**src/rtl/fp_pkg.sv**
```systemverilog
// Shared single-precision floating-point definitions: field widths, bias,
// the common 2-bit sequencer encoding and small integer helpers.
package fp_pkg;

   localparam int EXP_BIAS = 127;
   localparam int EXP_W    = 8;
   localparam int MANT_W   = 23;

   typedef enum logic [1:0] {
      ST_IDLE  = 2'd0,
      ST_NORM  = 2'd1,
      ST_ROUND = 2'd2,
      ST_DONE  = 2'd3
   } fp_state_e;

   // Magnitude of a two's-complement word; 0x80000000 maps to 2^31 unsigned.
   function automatic logic [31:0] abs32(input logic [31:0] v);
      logic [31:0] r;
      if (v[31]) begin
         r = ~v + 32'd1;
      end else begin
         r = v;
      end
      return r;
   endfunction

endpackage : fp_pkg

```
**src/rtl/fp_round_rne.sv**
```systemverilog
// Round-to-nearest-even on a truncated mantissa; carry_o flags mantissa
// overflow, in which case mant_o is all zeros and the caller bumps the exponent.
module fp_round_rne
   import fp_pkg::*;
(
   input  logic [MANT_W-1:0] mant_i,
   input  logic              guard_i,
   input  logic              sticky_i,
   output logic [MANT_W-1:0] mant_o,
   output logic              carry_o
);

   logic            inc_s;
   logic [MANT_W:0] sum_s;

   assign inc_s   = guard_i & (sticky_i | mant_i[0]);
   assign sum_s   = {1'b0, mant_i} + {{MANT_W{1'b0}}, inc_s};
   assign mant_o  = sum_s[MANT_W-1:0];
   assign carry_o = sum_s[MANT_W];

endmodule : fp_round_rne

```
**src/rtl/int2fp.sv**
```systemverilog
// Multi-cycle int32 to IEEE-754 single converter: normalize by one bit per
// cycle, round to nearest even, then hold the result until the next one.
module int2fp
   import fp_pkg::*;
#(
   parameter int EXP_INIT = EXP_BIAS + 31
)(
   input  logic        clk,
   input  logic        reset,
   input  logic        start,
   input  logic [31:0] a,
   output logic [31:0] result,
   output logic        done,
   output logic        busy
);

   fp_state_e          state_q, state_d;
   logic               sign_q, sign_d;
   logic [31:0]        mag_q, mag_d;
   logic [EXP_W-1:0]   exp_q, exp_d;
   logic [31:0]        result_q, result_d;
   logic               done_q, done_d;
   logic               busy_q, busy_d;

   logic [MANT_W-1:0]  mant_rnd_s;
   logic               carry_s;
   logic [EXP_W-1:0]   exp_rnd_s;

   fp_round_rne u_round (
      .mant_i   (mag_q[30:8]),
      .guard_i  (mag_q[7]),
      .sticky_i (|mag_q[6:0]),
      .mant_o   (mant_rnd_s),
      .carry_o  (carry_s)
   );

   assign exp_rnd_s = exp_q + {{(EXP_W-1){1'b0}}, carry_s};

   // Next-state and datapath updates for the conversion sequencer.
   always_comb begin
      state_d  = state_q;
      sign_d   = sign_q;
      mag_d    = mag_q;
      exp_d    = exp_q;
      result_d = result_q;
      case (state_q)
         ST_IDLE: begin
            if (start) begin
               sign_d  = a[31];
               mag_d   = abs32(a);
               exp_d   = EXP_W'(EXP_INIT);
               state_d = ST_NORM;
            end else begin
               state_d = ST_IDLE;
            end
         end
         ST_NORM: begin
            if (mag_q == 32'd0) begin
               result_d = 32'h0000_0000;
               state_d  = ST_DONE;
            end else if (mag_q[31]) begin
               state_d = ST_ROUND;
            end else begin
               mag_d = {mag_q[30:0], 1'b0};
               exp_d = exp_q - {{(EXP_W-1){1'b0}}, 1'b1};
            end
         end
         ST_ROUND: begin
            // All int32 magnitudes land in the normal range; no special encodings.
            result_d = {sign_q, exp_rnd_s, mant_rnd_s};
            exp_d    = exp_rnd_s;
            state_d  = ST_DONE;
         end
         ST_DONE: begin
            state_d = ST_IDLE;
         end
         default: begin
            state_d = ST_IDLE;
         end
      endcase
      // done follows the DONE state by one register stage.
      done_d = (state_q == ST_DONE);
      busy_d = (state_d != ST_IDLE);
   end

   // State and datapath registers with synchronous reset.
   always_ff @(posedge clk) begin
      if (reset) begin
         state_q  <= ST_IDLE;
         sign_q   <= 1'b0;
         mag_q    <= 32'd0;
         exp_q    <= {EXP_W{1'b0}};
         result_q <= 32'h0000_0000;
         done_q   <= 1'b0;
         busy_q   <= 1'b0;
      end else begin
         state_q  <= state_d;
         sign_q   <= sign_d;
         mag_q    <= mag_d;
         exp_q    <= exp_d;
         result_q <= result_d;
         done_q   <= done_d;
         busy_q   <= busy_d;
      end
   end

   assign result = result_q;
   assign done   = done_q;
   assign busy   = busy_q;

endmodule : int2fp

```
**config.mk**
```make
export PLATFORM = sky130hd
export DESIGN_NAME = int2fp
export DESIGN_NICKNAME = d
export VERILOG_FILES = /design/src/rtl/fp_pkg.sv /design/src/rtl/fp_round_rne.sv /design/src/rtl/int2fp.sv
export SDC_FILE = /design/constraint.sdc
export NUM_CORES = 1
export LEC_CHECK = 0
export ABC_AREA = 1
export CORE_ASPECT_RATIO = 1.5
export CORE_MARGIN = 3
export CORE_UTILIZATION = 53
export DETAILED_ROUTE_END_ITERATION = 12
export DONT_BUFFER_PORTS = 1
export PLACE_DENSITY = 0.68
export SYNTH_ARGS = -nofsm -noshare
export SYNTH_HDL_FRONTEND = slang
export SYNTH_SLANG_ARGS = --single-unit
```
**constraint.sdc**
```tcl
create_clock -name clk -period 2.82 [get_ports clk]
set_input_delay 0.423 -clock clk [delete_from_list [all_inputs] [get_ports clk]]
set_output_delay 0.423 -clock clk [all_outputs]
set_load 0.02 [all_outputs]
```
==> impl_summary.md, run 1 <==
Power
The relative contribution of the clock network to total power is 0.354. Across the VDD grid, the largest voltage drop is 0.271 mV. The combinational fraction of design power is 0.237. Of the total power, registers draw 0.409.

The internal power of the cells is 2.17 mW. Summed over all cells, the static leakage comes to 2.49 nW. The switching power is 1.11 mW. The cell area power density is 576 nW/um2. Of the total power, the share spent switching nets is 0.339.

Global route
The via count of the first global-routing pass is approximately 5.5k. The leftover overflow at the end of global routing is 0. Entering global routing, the biggest net connects 60 pins. The wire length of the first global-routing pass is 26.6 mm. The number of antenna violations at the first check in global routing is 0.

For this run, the total global-route usage over all layers was measured as 0.296.

Worst setup path
The endpoint identified for the worst register-to-register timing path is exp_q[6]. The launching element type of the critical path is a flip-flop. For the worst flop-to-flop path, the logic depth is 16.

The sort of element at the end of the critical path is a flip-flop. The highest fanout seen on the critical path is 5. Data on the critical path arrives at its endpoint at 2.78 ns. The startpoint of the most critical register-to-register path is mag_q[8]. The required time at the worst-slack endpoint is 3.09 ns.

The register-to-register path setup slack is 0.31 ns. By startpoint and endpoint, the worst setup path is classified as reg2reg.

Finish
From synthesis to final layout, the design area changed by 7.31%. Of the cells placed in the final design, the portion with a size suffix greater than 1 is 0.0581. The final layout contains 952 nets. Once layout is complete, the utilization of the core stands at 0.584. The cell area after layout is 5690 um2. The antenna diode instance count is 0.

Timing
The worst pin sits at a relative slew slack of 0.659. The max-slew violation count is 0. The summed negative setup slack over all endpoints is 0 ns. The shortest period the worst path allows is 2.51 ns.

Setup repair after global routing left no endpoint under its margin. Setup violations remaining at the end of the flow were counted as 0. The final number of hold-violating endpoints was 0. The achievable clock frequency is a little under 400 MHz.

Clock skew on the completed layout was measured at 0.00749 ns. The period utilization is 0.891. Hold is met by 0.144 ns.

For the pin with the worst max-slew slack, the measured transition is 0.511 ns.

Hold path
The worst min-delay path endpoint is mag_q[7]. The startpoint identified for the worst hold timing path is reset. The worst hold path depth is 1.

The worst hold path belongs to the class in2reg.

Place
The congestion estimate from routability-driven global placement came to 0.916. Summing all placed instances gives a cell area of 5360 um2. The number of port buffers is 0. The post-DP HPWL is 12.6 mm.

Clocking
The clock transition at the registers of the reported paths is 0.06 ns. Hold repair after CTS inserted 0 buffers. The clock tree synthesis step divided the H-tree into 3 levels. The clock buffer count from CTS is 9. The clock tree buffer depth is 2. The cell at the root of the clock tree is clkbuf_16.

The clock tree from TritonCTS is yes. For this design, the sink count on the clock tree is between 70 and 80. The later pin in the worst-skew pair is clocked with a latency of ~0.34 ns.

Logic synthesis
The netlist uses 37 different library cells. The number of synthesized flops with an enable pin is 0. The post-synthesis cell type with the largest combined area is dfxtp_1. The fraction of post-synthesis cell area in the top cell type by area is 0.291. The sequential share of the synthesized area is 0.291. The cell area that synthesis handed to floorplanning was ~5300 um2. The net count of the mapped netlist is between 900 and 1k. The count of state elements after synthesis is 77.

The synthesized area per cell is roughly 5.8 um2. By area the synthesized netlist is led by dfxtp_1 29%, nand2_1 19%, nor2_1 12%, nand3_1 7.5%, a21oi_1 6.9%. After technology mapping, the gate count stands at 920. The total of warnings raised by yosys is 0. The fraction of synthesis flops using an asynchronous set or reset pin is 0.

The most used flip-flop cell after synthesis is dfxtp_1.

Flow run
Max-cap violations in this run came to 0.

Floorplan
The placement row count is 44. 69 I/O pins were placed. The die covers 11300 um2. The area inside the core boundary is ~10000 um2. The die is 87.7 um wide. The initial utilization of the core area, before any placement, comes to 0.544.

The vertical die dimension is 129 um.

Route
The detailed router placed 5799 vias in this run. The total iterations of the first detailed-routing run is 4. The count of antenna-violating nets left after detailed routing is 0. In the routed layout, each cell is associated on average with a via count of roughly 5.6. The remaining design rule violation count is 0.

For this block, the initial DRC count from the detailed router was 412. The final routed wire length divided by cell count is 15.9 um. Summed over all layers, the routed wires come to between 15 and 20 mm.

Outcome
The run finished with clean final reports.
## metal layers
metal / routed length, um / vias up / global-route usage
met2: 8200 / 205 / 0.519
li1: - / 2953 / -
met4: 643 / 0 / 0.126
met3: 811 / 47 / 0.0468
met1: 6720 / 2594 / 0.352
met5: 0 / - / 0
## worst max path at each step
stage          startpoint  endpoint  slack, ns  cells past startpoint
4_1_cts         mag_q[11]  exp_q[6]       0.07                     16
2_1_floorplan   mag_q[11]  exp_q[6]       0.49                     15
3_5_place_dp    mag_q[11]  exp_q[6]       0.09                     16
6_report         mag_q[8]  exp_q[6]       0.31                     16
3_3_place_gp    mag_q[12]  exp_q[6]       0.20                     16
5_1_grt          mag_q[8]  exp_q[6]       0.04                     16
## metrics by stage
| stage | std cells | worst slack, ns | power [mW] |
|---|---|---|---|
| final | 1028 | 0.307 | 3.28 |
| after global routing | 1028 | 0.0365 | 3.48 |
| after CTS | 1028 | 0.0675 | 3.28 |
| after detailed placement | 1012 | 0.0920 | 2.12 |
| after global placement | 1012 | 0.203 | 2.11 |
| after floorplan | 920 | 0.486 | 1.94 |
## worst max-delay path, cell delays in order, from the launching register on
cell     delay (ns)
dfxtp_1        0.39
nand2_1        0.13
nor3_2         0.24
nand2_2        0.14
nor2_4         0.13
nand3_2        0.10
nor3_2         0.13
ha_1           0.19
ha_1           0.18
nand2_1        0.06
nor2_1         0.15
nand3_1        0.10
a21oi_1        0.13
o21ai_0        0.12
nand2_1        0.08
nand2_1        0.05
a21oi_1        0.12
## registers in the layout, indices dropped and copies added (netlist names)
name     flops
mag_q       32
result      32
exp_q        8
state_q      2
busy         1
done         1
sign_q       1
## cell type report
| class | instances | area, um2 |
|---|---|---|
| well taps | 115 | 144 |
| inverters | 78 | 293 |
| clock buffers | 10 | 239 |
| repair buffers | 14 | 105 |
| flip-flops and latches | 77 | 1550 |
| fillers | 1025 | 4050 |
| clock inverters | 6 | 62.6 |
| multi-input cells | 728 | 3300 |
## cell usage after synthesis (all sizes together), types with 3 or more instances
library cell and n:
ha 9, buf 24, o22ai 3, nand2 269, nand4 17, nor3 11, o21ai 71, nand3 81
dfxtp 77, clkbuf 13, inv 77, nor2 177, a21oi 73, and2 3
## cell usage in the layout, fill, tap and decap left out, drive strengths merged
cell,count
inv,77
a21oi,73
nand2,269
and2,3
nor3,11
nor2,177
clkinv,6
o21ai,71
a211oi,1
or2,1
clkbuf,10
bufinv,1
a31oi,1
ha,9
and3,1
dfxtp,77
o21a,2
o22ai,3
nor3b,1
a311oi,1
o211ai,2
o32ai,1
nand3,81
buf,14
nand4,17
nor4,2
a32oi,1
## logic make-up after synthesis
group,Yosys count,synth area share
and+or+nand+nor,563,0.443
AOI/OAI and AO/OA,156,0.153
buffers and inverters,115,0.0927
DFF,77,0.291
adders and majority gates,9,0.0212
## what timing repair did
action	4_1_cts	5_1_grt
setup endpoints to repair	0	9
resized for setup	0	11
buffers inserted	0	0
## power groups by stage
stage | registers [mW] | logic (mW) | clock network, mW
3_3_place_gp | 1.35 | 0.756 | 0
2_1_floorplan | 1.32 | 0.623 | 0
3_5_place_dp | 1.36 | 0.762 | 0
5_1_grt | 1.36 | 0.895 | 1.23
6_report | 1.34 | 0.777 | 1.16
4_1_cts | 1.34 | 0.769 | 1.17
No activity file was read; power rests on OpenSTA's default activity.
==> inputs of run 2 (changes only) <==
--- a/config.mk
+++ b/config.mk
@@ -11,7 +11,7 @@
 export CORE_UTILIZATION = 53
 export DETAILED_ROUTE_END_ITERATION = 12
 export DONT_BUFFER_PORTS = 1
-export PLACE_DENSITY = 0.68
+export PLACE_DENSITY = 0.71
 export SYNTH_ARGS = -nofsm -noshare
 export SYNTH_HDL_FRONTEND = slang
 export SYNTH_SLANG_ARGS = --single-unit
==> constraint.sdc (replaced) <==
create_clock -name clk -period 2.3 [get_ports clk]
set_input_delay 0.345 -clock clk [delete_from_list [all_inputs] [get_ports clk]]
set_output_delay 0.345 -clock clk [all_outputs]
set_load 0.02 [all_outputs]
==> run 2 against run 1 <==
Against the previous run: the flow now finishes with violations (negative setup slack); utilization is 3.2 points higher; first-iteration DRC count increased by 7.3%; flip-flop and latch count did not move; sequential share of layout area down 1.4 points; clock skew fell by 0.0035 ns; cell count is 3.5% higher; largest cell class unchanged; largest power group unchanged.
==> impl_summary.md, run 2 (synthesized netlist as in run 1, its figures left out) <==
Outcome
The flow ran to the end, but the final reports show violations. The final reports fail on negative setup slack.

Global route
The global router's overall resource usage is 0.284 (-0.0119). The number of antenna violations at the first check in global routing came to 0 (unchanged). The largest net degree at the start of global routing is 54 (-10%). The via count of the first global-routing pass is 5599 (+2.0%). The wire length of the first global-routing pass is 25.8 mm (-3.0%). The leftover overflow at the end of global routing is 0 (unchanged).

Flow run
The total of max-cap violations is 0 (unchanged).

Route
The remaining design rule violation count is 0 (unchanged). The wire length after detailed routing is 16.2 mm (-1.2%). The via count is 6031 (+4.0%). The average vias per placed instance is 5.67 (+0.48%). The final routed wire length divided by cell count is 15.2 um (-4.5%). The total iterations of the first detailed-routing run is 5 (+1). The count of antenna-violating nets left after detailed routing is 0 (unchanged). The detailed router's first-iteration violation count is 442 (+7.3%).

Clocking
The clock buffer count from CTS was 9 (unchanged). The source-to-sink clock delay at the later pin of the worst-skew pair is 0.33 ns (about the same). TritonCTS built the clock tree. The clock transition at the registers of the reported paths came to 0.05 ns (about the same).

The clock tree buffer depth came to 2 (unchanged). The H-tree depth reported by CTS is 3 (unchanged). The TritonCTS sink count came to 77 (unchanged).

The cell at the root of the clock tree is clkbuf_16.

Hold path
The worst hold path depth is 1 (unchanged). The startpoint of the lowest-slack hold path is reset. The min-delay analysis places its worst path in the category in2reg.

The worst min-delay path endpoint is exp_q[6].

Timing
The final number of hold-violating endpoints came to 0 (unchanged). The worst max-slew margin expressed relative to the limit came to 0.642 (-0.0168). The final worst slack is -0.0350 ns (-0.342 ns). The period utilization came to 1.02 (+0.124). The transition time of the tightest slew-check pin is 0.536 ns (+0.0251 ns).

The max-slew violation count came to 0 (unchanged). The achievable clock frequency came to 428 MHz (+7.6%). The shortest period the worst path allows is 2.33 ns (-0.178 ns). The summed negative setup slack over all endpoints is -0.0350 ns (-0.0350 ns). The final setup skew is 0.00402 ns (-0.00347 ns). Setup repair after global routing could not meet its margin everywhere. The final hold slack came to 0.0689 ns (-0.0752 ns). The count of endpoints failing setup in the final report was 1 (+1).

Worst setup path
The cell at the slowest stage of the critical path is dfxtp_2. The family of cells with the greatest summed delay on the critical path is simple AND/OR/NAND/NOR gates. The sort of element at the end of the critical path is a flip-flop.

The register-to-register path setup slack came to -0.03 ns (-0.34 ns). The worst path buffer plus inverter count is 0 (unchanged). The depth of the most critical reg-to-reg path is 16 (unchanged).

The longest individual stage delay on the worst path is 0.33 ns (-0.06 ns). The startpoint of the most critical register-to-register path is mag_q[8]. The required time at the worst-slack endpoint is 2.57 ns (-0.52 ns). The worst setup path is launched from a flip-flop. The signal on the critical path passes through nand2_2 -> nor3_4 -> nand2_2 -> nor2_4 -> nand3_2 -> nor3_2 -> ha_2 -> ha_4 -> nand2_4 -> nor2_4 -> nand3_2 -> a21oi_2 -> o21ai_2 -> nand2_1 -> nand2_1 -> a21oi_2. The worst path arrival time came to 2.61 ns (-0.17 ns). In this run the critical register-to-register path is captured at exp_q[6].

The worst setup path is of the reg2reg kind. The highest fanout seen on the critical path came to 3 (-2).

Finish
Leaving out fill and tap cells, the most frequent cell in the layout is nand2_1. The growth of design area from synthesis to finish is 13.1%. The antenna diode instance count is 0 (unchanged).

The count of nets after finishing is 990 (+4.0%). The final instance count without filler cells is 1064 (+3.5%). The library cells used most frequently in the layout, excluding fill and tap cells, are 263 x nand2_1, 170 x nor2_1, 78 x nand3_1. The filler cell count is 978 (-4.6%). The fraction of final layout cells with drive strength greater than 1 is 0.104 (+0.0463).

Place
The number of port buffers was 0 (unchanged). The post-DP HPWL is 12.1 mm (-3.7%). The post-placement cell count is 1046 (+3.4%). The weighted congestion reported at the end of routability-driven placement is 0.943 (+2.9%).

Power
The switching power is 1.34 mW (+20%). The net switching fraction of the power is 0.336 (-0.00323). The share of total power in sequential cells is 0.403 (-0.006). The static leakage power was 2.67 nW (+7.1%). The peak supply drop is 0.399 mV (+47%). The combinational fraction of design power was 0.278 (+0.041).

The cell area power density is 664 nW/um2 (+15%). The internal power of the cells is 2.65 mW (+22%). The relative contribution of the clock network to total power was 0.318 (-0.036).

Floorplan
The placement row count is 44 (unchanged). The starting utilization of the core area came to 0.544 (unchanged). The width of the die came to 87.7 um (unchanged). The vertical die dimension is 129 um (unchanged).

The top-level I/O count is 69 (unchanged). The floorplan die area is 11300 um2 (unchanged). The area inside the core boundary was 9740 um2 (unchanged).
-- run 2: cell types whose count changed in the layout (fill, tap and decap cells not counted), moves of 2 or more --
| cell | delta |
|---|---|
| a21oi_1 | -3 |
| buf_4 | +37 |
| clkinv_4 | -2 |
| a21oi_2 | +3 |
| nand3_2 | +2 |
| ha_1 | -2 |
| inv_1 | -2 |
| o21ai_0 | -2 |
| nand2_1 | -2 |
-- run 2: worst register-to-register path, stage by stage (launching register included) --
cell     delay, ns
dfxtp_2       0.33
nand2_2       0.07
nor3_4        0.21
nand2_2       0.10
nor2_4        0.11
nand3_2       0.10
nor3_2        0.17
ha_2          0.22
ha_4          0.15
nand2_4       0.05
nor2_4        0.14
nand3_2       0.11
a21oi_2       0.19
o21ai_2       0.08
nand2_1       0.06
nand2_1       0.06
a21oi_2       0.11
-- run 2: timing repair --
action | 4_1_cts | 5_1_grt
setup buffers | 1 | 2
hold buffers | 0 | 0
gates cloned | 0 | 1
endpoints found under the setup margin | 3 | 20
pin swaps | 1 | 10
resized for setup | 8 | 16
-- run 2: power groups by stage --
| stage | Sequential (mW) | Clock, mW | Combinational (mW) |
|---|---|---|---|
| floorplan | 1.62 | 0 | 0.767 |
| global placement | 1.62 | 0 | 1.05 |
| detailed placement | 1.62 | 0 | 1.06 |
| CTS | 1.60 | 1.28 | 1.08 |
| global route | 1.62 | 1.34 | 1.25 |
| finish | 1.61 | 1.27 | 1.11 |
-- run 2: through the flow --
step            util  cell area, um2  worst slack [ns]  total power, mW
4_1_cts        0.608            5930           0.00812             3.96
5_1_grt        0.616            6000            -0.189             4.21
6_report       0.616            6000           -0.0350             3.98
2_1_floorplan      -            5320            0.0103             2.39
3_3_place_gp   0.577            5620           -0.0173             2.66
3_5_place_dp   0.577            5620           -0.0785             2.69
-- run 2: area by class of cell --
class / count / area, um2 / share of cell area
timing repair buffer: 51 / 383 / 0.0638
multi-input combinational: 729 / 3370 / 0.561
clock inverter: 2 / 10.0 / 0.00167
tap: 115 / 144 / 0.0240
sequential: 77 / 1550 / 0.258
inverter: 78 / 297 / 0.0494
clock buffer: 12 / 256 / 0.0427
-- run 2: routing by layer --
metal	global-route usage	wire length, um
met1	0.340	6570
met2	0.491	7910
met3	0.0423	1010
met4	0.135	700
met5	0	0
-- run 2: worst max-delay path by stage --
stage	start	end	slack, ns	cells after the start
after floorplan	mag_q[10]	exp_q[6]	0.01	16
after global placement	mag_q[10]	exp_q[6]	-0.02	16
after detailed placement	mag_q[10]	exp_q[6]	-0.08	16
after global routing	mag_q[7]	exp_q[6]	-0.19	16
final	mag_q[8]	exp_q[6]	-0.03	16
after CTS	mag_q[10]	exp_q[6]	0.008	16
==> inputs of run 3 (changes only) <==
--- a/config.mk
+++ b/config.mk
@@ -8,10 +8,11 @@
 export ABC_AREA = 1
 export CORE_ASPECT_RATIO = 1.5
 export CORE_MARGIN = 3
-export CORE_UTILIZATION = 53
+export CORE_UTILIZATION = 40
+export CTS_CLUSTER_DIAMETER = 30
 export DETAILED_ROUTE_END_ITERATION = 12
 export DONT_BUFFER_PORTS = 1
-export PLACE_DENSITY = 0.71
+export PLACE_DENSITY = 0.56
 export SYNTH_ARGS = -nofsm -noshare
 export SYNTH_HDL_FRONTEND = slang
 export SYNTH_SLANG_ARGS = --single-unit
==> run 3 against run 2 <==
Against the previous run: the run now ends clean; global-route usage down 5.1 points; clock-buffer cell count down 1; sequential power about the same; clock power up 13%.
==> impl_summary.md, run 3 (synthesized netlist as in run 1, its figures left out) <==
Clocking
The source-to-sink clock delay at the later pin of the worst-skew pair came to 0.33 ns (about the same). The TritonCTS sink count is 77 (unchanged). TritonCTS built the clock tree.

The clock transition at the registers of the reported paths is 0.06 ns (about the same). The H-tree depth reported by CTS is 3 (unchanged). CTS placed an instance of clkbuf_16 at the clock tree root. The clock buffer count from CTS was 9 (unchanged). The clock tree buffer depth is 2 (unchanged).

Worst setup path
The critical path goes through nand2_2 -> nor3_4 -> nand2_2 -> nor2_4 -> nand3_4 -> nor3_2 -> ha_2 -> ha_4 -> nand2_4 -> nor2_4 -> nand3_2 -> a21oi_2 -> o21ai_2 -> nand2_1 -> nand2_1 -> a21oi_1. The required time at the worst-slack endpoint is 2.57 ns (about the same). The worst setup path is launched from a flip-flop. The longest individual stage delay on the worst path came to 0.34 ns (about the same). The startpoint of the most critical register-to-register path is mag_q[7].

The cell family contributing the most delay on the critical path is simple AND/OR/NAND/NOR gates. The cell at the slowest stage of the critical path is dfxtp_2. The worst path arrival time is 2.53 ns (-0.08 ns).

The depth of the most critical reg-to-reg path is 16 (unchanged). The classification of the worst setup path is reg2reg. The highest fanout seen on the critical path is 3 (unchanged).

The critical path depth was 16 (unchanged). The capturing point of the worst reg2reg path is exp_q[6]. The worst path buffer plus inverter count is 0 (unchanged).

The sort of element at the end of the critical path is a flip-flop. The register-to-register path setup slack was 0.04 ns (+0.08 ns).

Route
The count of antenna-violating nets left after detailed routing was 0 (unchanged). The total iterations of the first detailed-routing run is 5 (unchanged). The average vias per placed instance came to 5.26 (-7.2%). The detailed router's first-iteration violation count is 322 (-27%). The via count is 5815 (-3.6%). The remaining design rule violation count is 0 (unchanged). The final routed wire length divided by cell count is 15.6 um (+2.6%).

The wire length after detailed routing came to 17.3 mm (+6.7%).

Floorplan
The width of the die is 100 um (+14%). The top-level I/O count is 69 (unchanged). The floorplan die area was 14700 um2 (+31%). The area inside the core boundary was 12700 um2 (+30%). The starting utilization of the core area is 0.418 (-0.127).

The vertical die dimension is 147 um (+14%). The placement row count is 50 (+14%).

Global route
The leftover overflow at the end of global routing is 0 (unchanged). The via count of the first global-routing pass was 5503 (-1.7%). The number of antenna violations at the first check in global routing is 0 (unchanged). The largest net degree at the start of global routing is 48 (-11%). The wire length of the first global-routing pass was 27.8 mm (+7.8%). The global router's overall resource usage was 0.234 (-0.0508).

Timing
The final hold slack was 0.0745 ns (+0.00558 ns). The final setup skew came to 0.00989 ns (+0.00587 ns). Setup repair after global routing could not meet its margin everywhere. The count of endpoints failing setup in the final report is 0 (-1). The transition time of the tightest slew-check pin was 0.563 ns (+0.0276 ns). The max-slew violation count is 0 (unchanged).

The period utilization was 0.983 (-0.0327). The worst max-slew margin expressed relative to the limit is 0.624 (-0.0184). The achievable clock frequency is 443 MHz (+3.3%). The final number of hold-violating endpoints is 0 (unchanged). The shortest period the worst path allows was 2.26 ns (-0.0751 ns).

Finish
The antenna diode instance count is 0 (unchanged). The library cell used most frequently in the layout, excluding fill and tap cells, is nand2_1. The fraction of final layout cells with drive strength greater than 1 is 0.107 (+0.00305). The filler cell count is 1385 (+42%). The count of nets after finishing is 990 (unchanged). The utilization after layout is 0.481 (-0.134).

In the layout the commonest cells are 263 x nand2_1, 169 x nor2_1, 76 x nand3_1. The growth of design area from synthesis to finish is 15.3%.

Power
The combinational fraction of design power is 0.270 (-0.008). The net switching fraction of the power was 0.335 (-0.00131). The internal power of the cells is 2.77 mW (+4.6%). The switching power is 1.39 mW (+4.0%). The peak supply drop is 0.332 mV (-17%).

The share of total power in sequential cells is 0.386 (-0.017). The static leakage power is 2.70 nW (+1.2%). The relative contribution of the clock network to total power is 0.344 (+0.026). The cell area power density is 680 nW/um2 (+2.5%).

Flow run
The total of max-cap violations is 0 (unchanged).

Hold path
The worst hold path depth came to 1 (unchanged). The startpoint of the lowest-slack hold path is reset. The worst min-delay path endpoint is mag_q[7]. The path class of the tightest hold or removal check is in2reg.

Place
The post-DP HPWL is 13.6 mm (+12%). The weighted congestion reported at the end of routability-driven placement came to 0.901 (-4.4%). The number of port buffers is 0 (unchanged).

Outcome
The run finished with clean final reports.
-- run 3: through the flow --
stage               instances  setup TNS, ns  setup slack (ns)  area [um2]  total power, mW
detailed placement       1089         -0.387            -0.172        5700             2.73
floorplan                 920              0            0.0103        5320             2.39
global route             1106         -0.306            -0.140        6110             4.42
CTS                      1104              0           0.00480        6040             4.17
finish                   1106              0            0.0402        6110             4.16
global placement         1089        -0.0513           -0.0513        5700             2.71
-- run 3: final cells by class --
class                      instances  area, um2  share of cell area
tap                              156        195              0.0319
clock buffer                      11        253              0.0413
inverter                          78        293              0.0479
clock inverter                     4       47.5             0.00778
timing repair buffer              52        403              0.0659
multi-input combinational        728       3380               0.552
sequential                        77       1550               0.253
-- run 3: routing by layer --
| metal | up-vias | GRT usage | wire, um |
|---|---|---|---|
| met1 | 2597 | 0.286 | 7390 |
| met2 | 152 | 0.397 | 8440 |
| met5 | - | 0 | 0 |
| met3 | 29 | 0.0447 | 788 |
| li1 | 3037 | - | - |
| met4 | 0 | 0.0951 | 650 |
-- run 3: worst reg2reg max path: stages (launching register included) --
cell and delay, ns:
dfxtp_2 0.34, nand2_2 0.07, nor3_4 0.22, nand2_2 0.11, nor2_4 0.12, nand3_4 0.09, nor3_2 0.12, ha_2 0.23
ha_4 0.15, nand2_4 0.05, nor2_4 0.12, nand3_2 0.10, a21oi_2 0.16, o21ai_2 0.08, nand2_1 0.06, nand2_1 0.05
a21oi_1 0.12
-- run 3: how the worst max path moves through the flow --
stage	from	to	slack (ns)
after global placement	mag_q[10]	exp_q[6]	-0.05
final	mag_q[7]	exp_q[6]	0.04
after detailed placement	mag_q[10]	exp_q[6]	-0.17
after global routing	mag_q[7]	exp_q[6]	-0.14
after floorplan	mag_q[10]	exp_q[6]	0.01
after CTS	mag_q[7]	exp_q[7]	0.005
-- run 3: power groups by stage --
stage | registers [mW] | clock network (mW) | logic (mW)
after global routing | 1.62 | 1.52 | 1.27
after global placement | 1.62 | 0 | 1.09
after detailed placement | 1.63 | 0 | 1.10
final | 1.61 | 1.43 | 1.12
after CTS | 1.60 | 1.46 | 1.11
after floorplan | 1.62 | 0 | 0.767
-- run 3: timing repair --
item / in CTS / in global routing
hold buffers: 0 / 0
resized for setup: 12 / 16
endpoints found under the setup margin: 5 / 7
buffers inserted: 0 / 2
pin swaps: 2 / 6
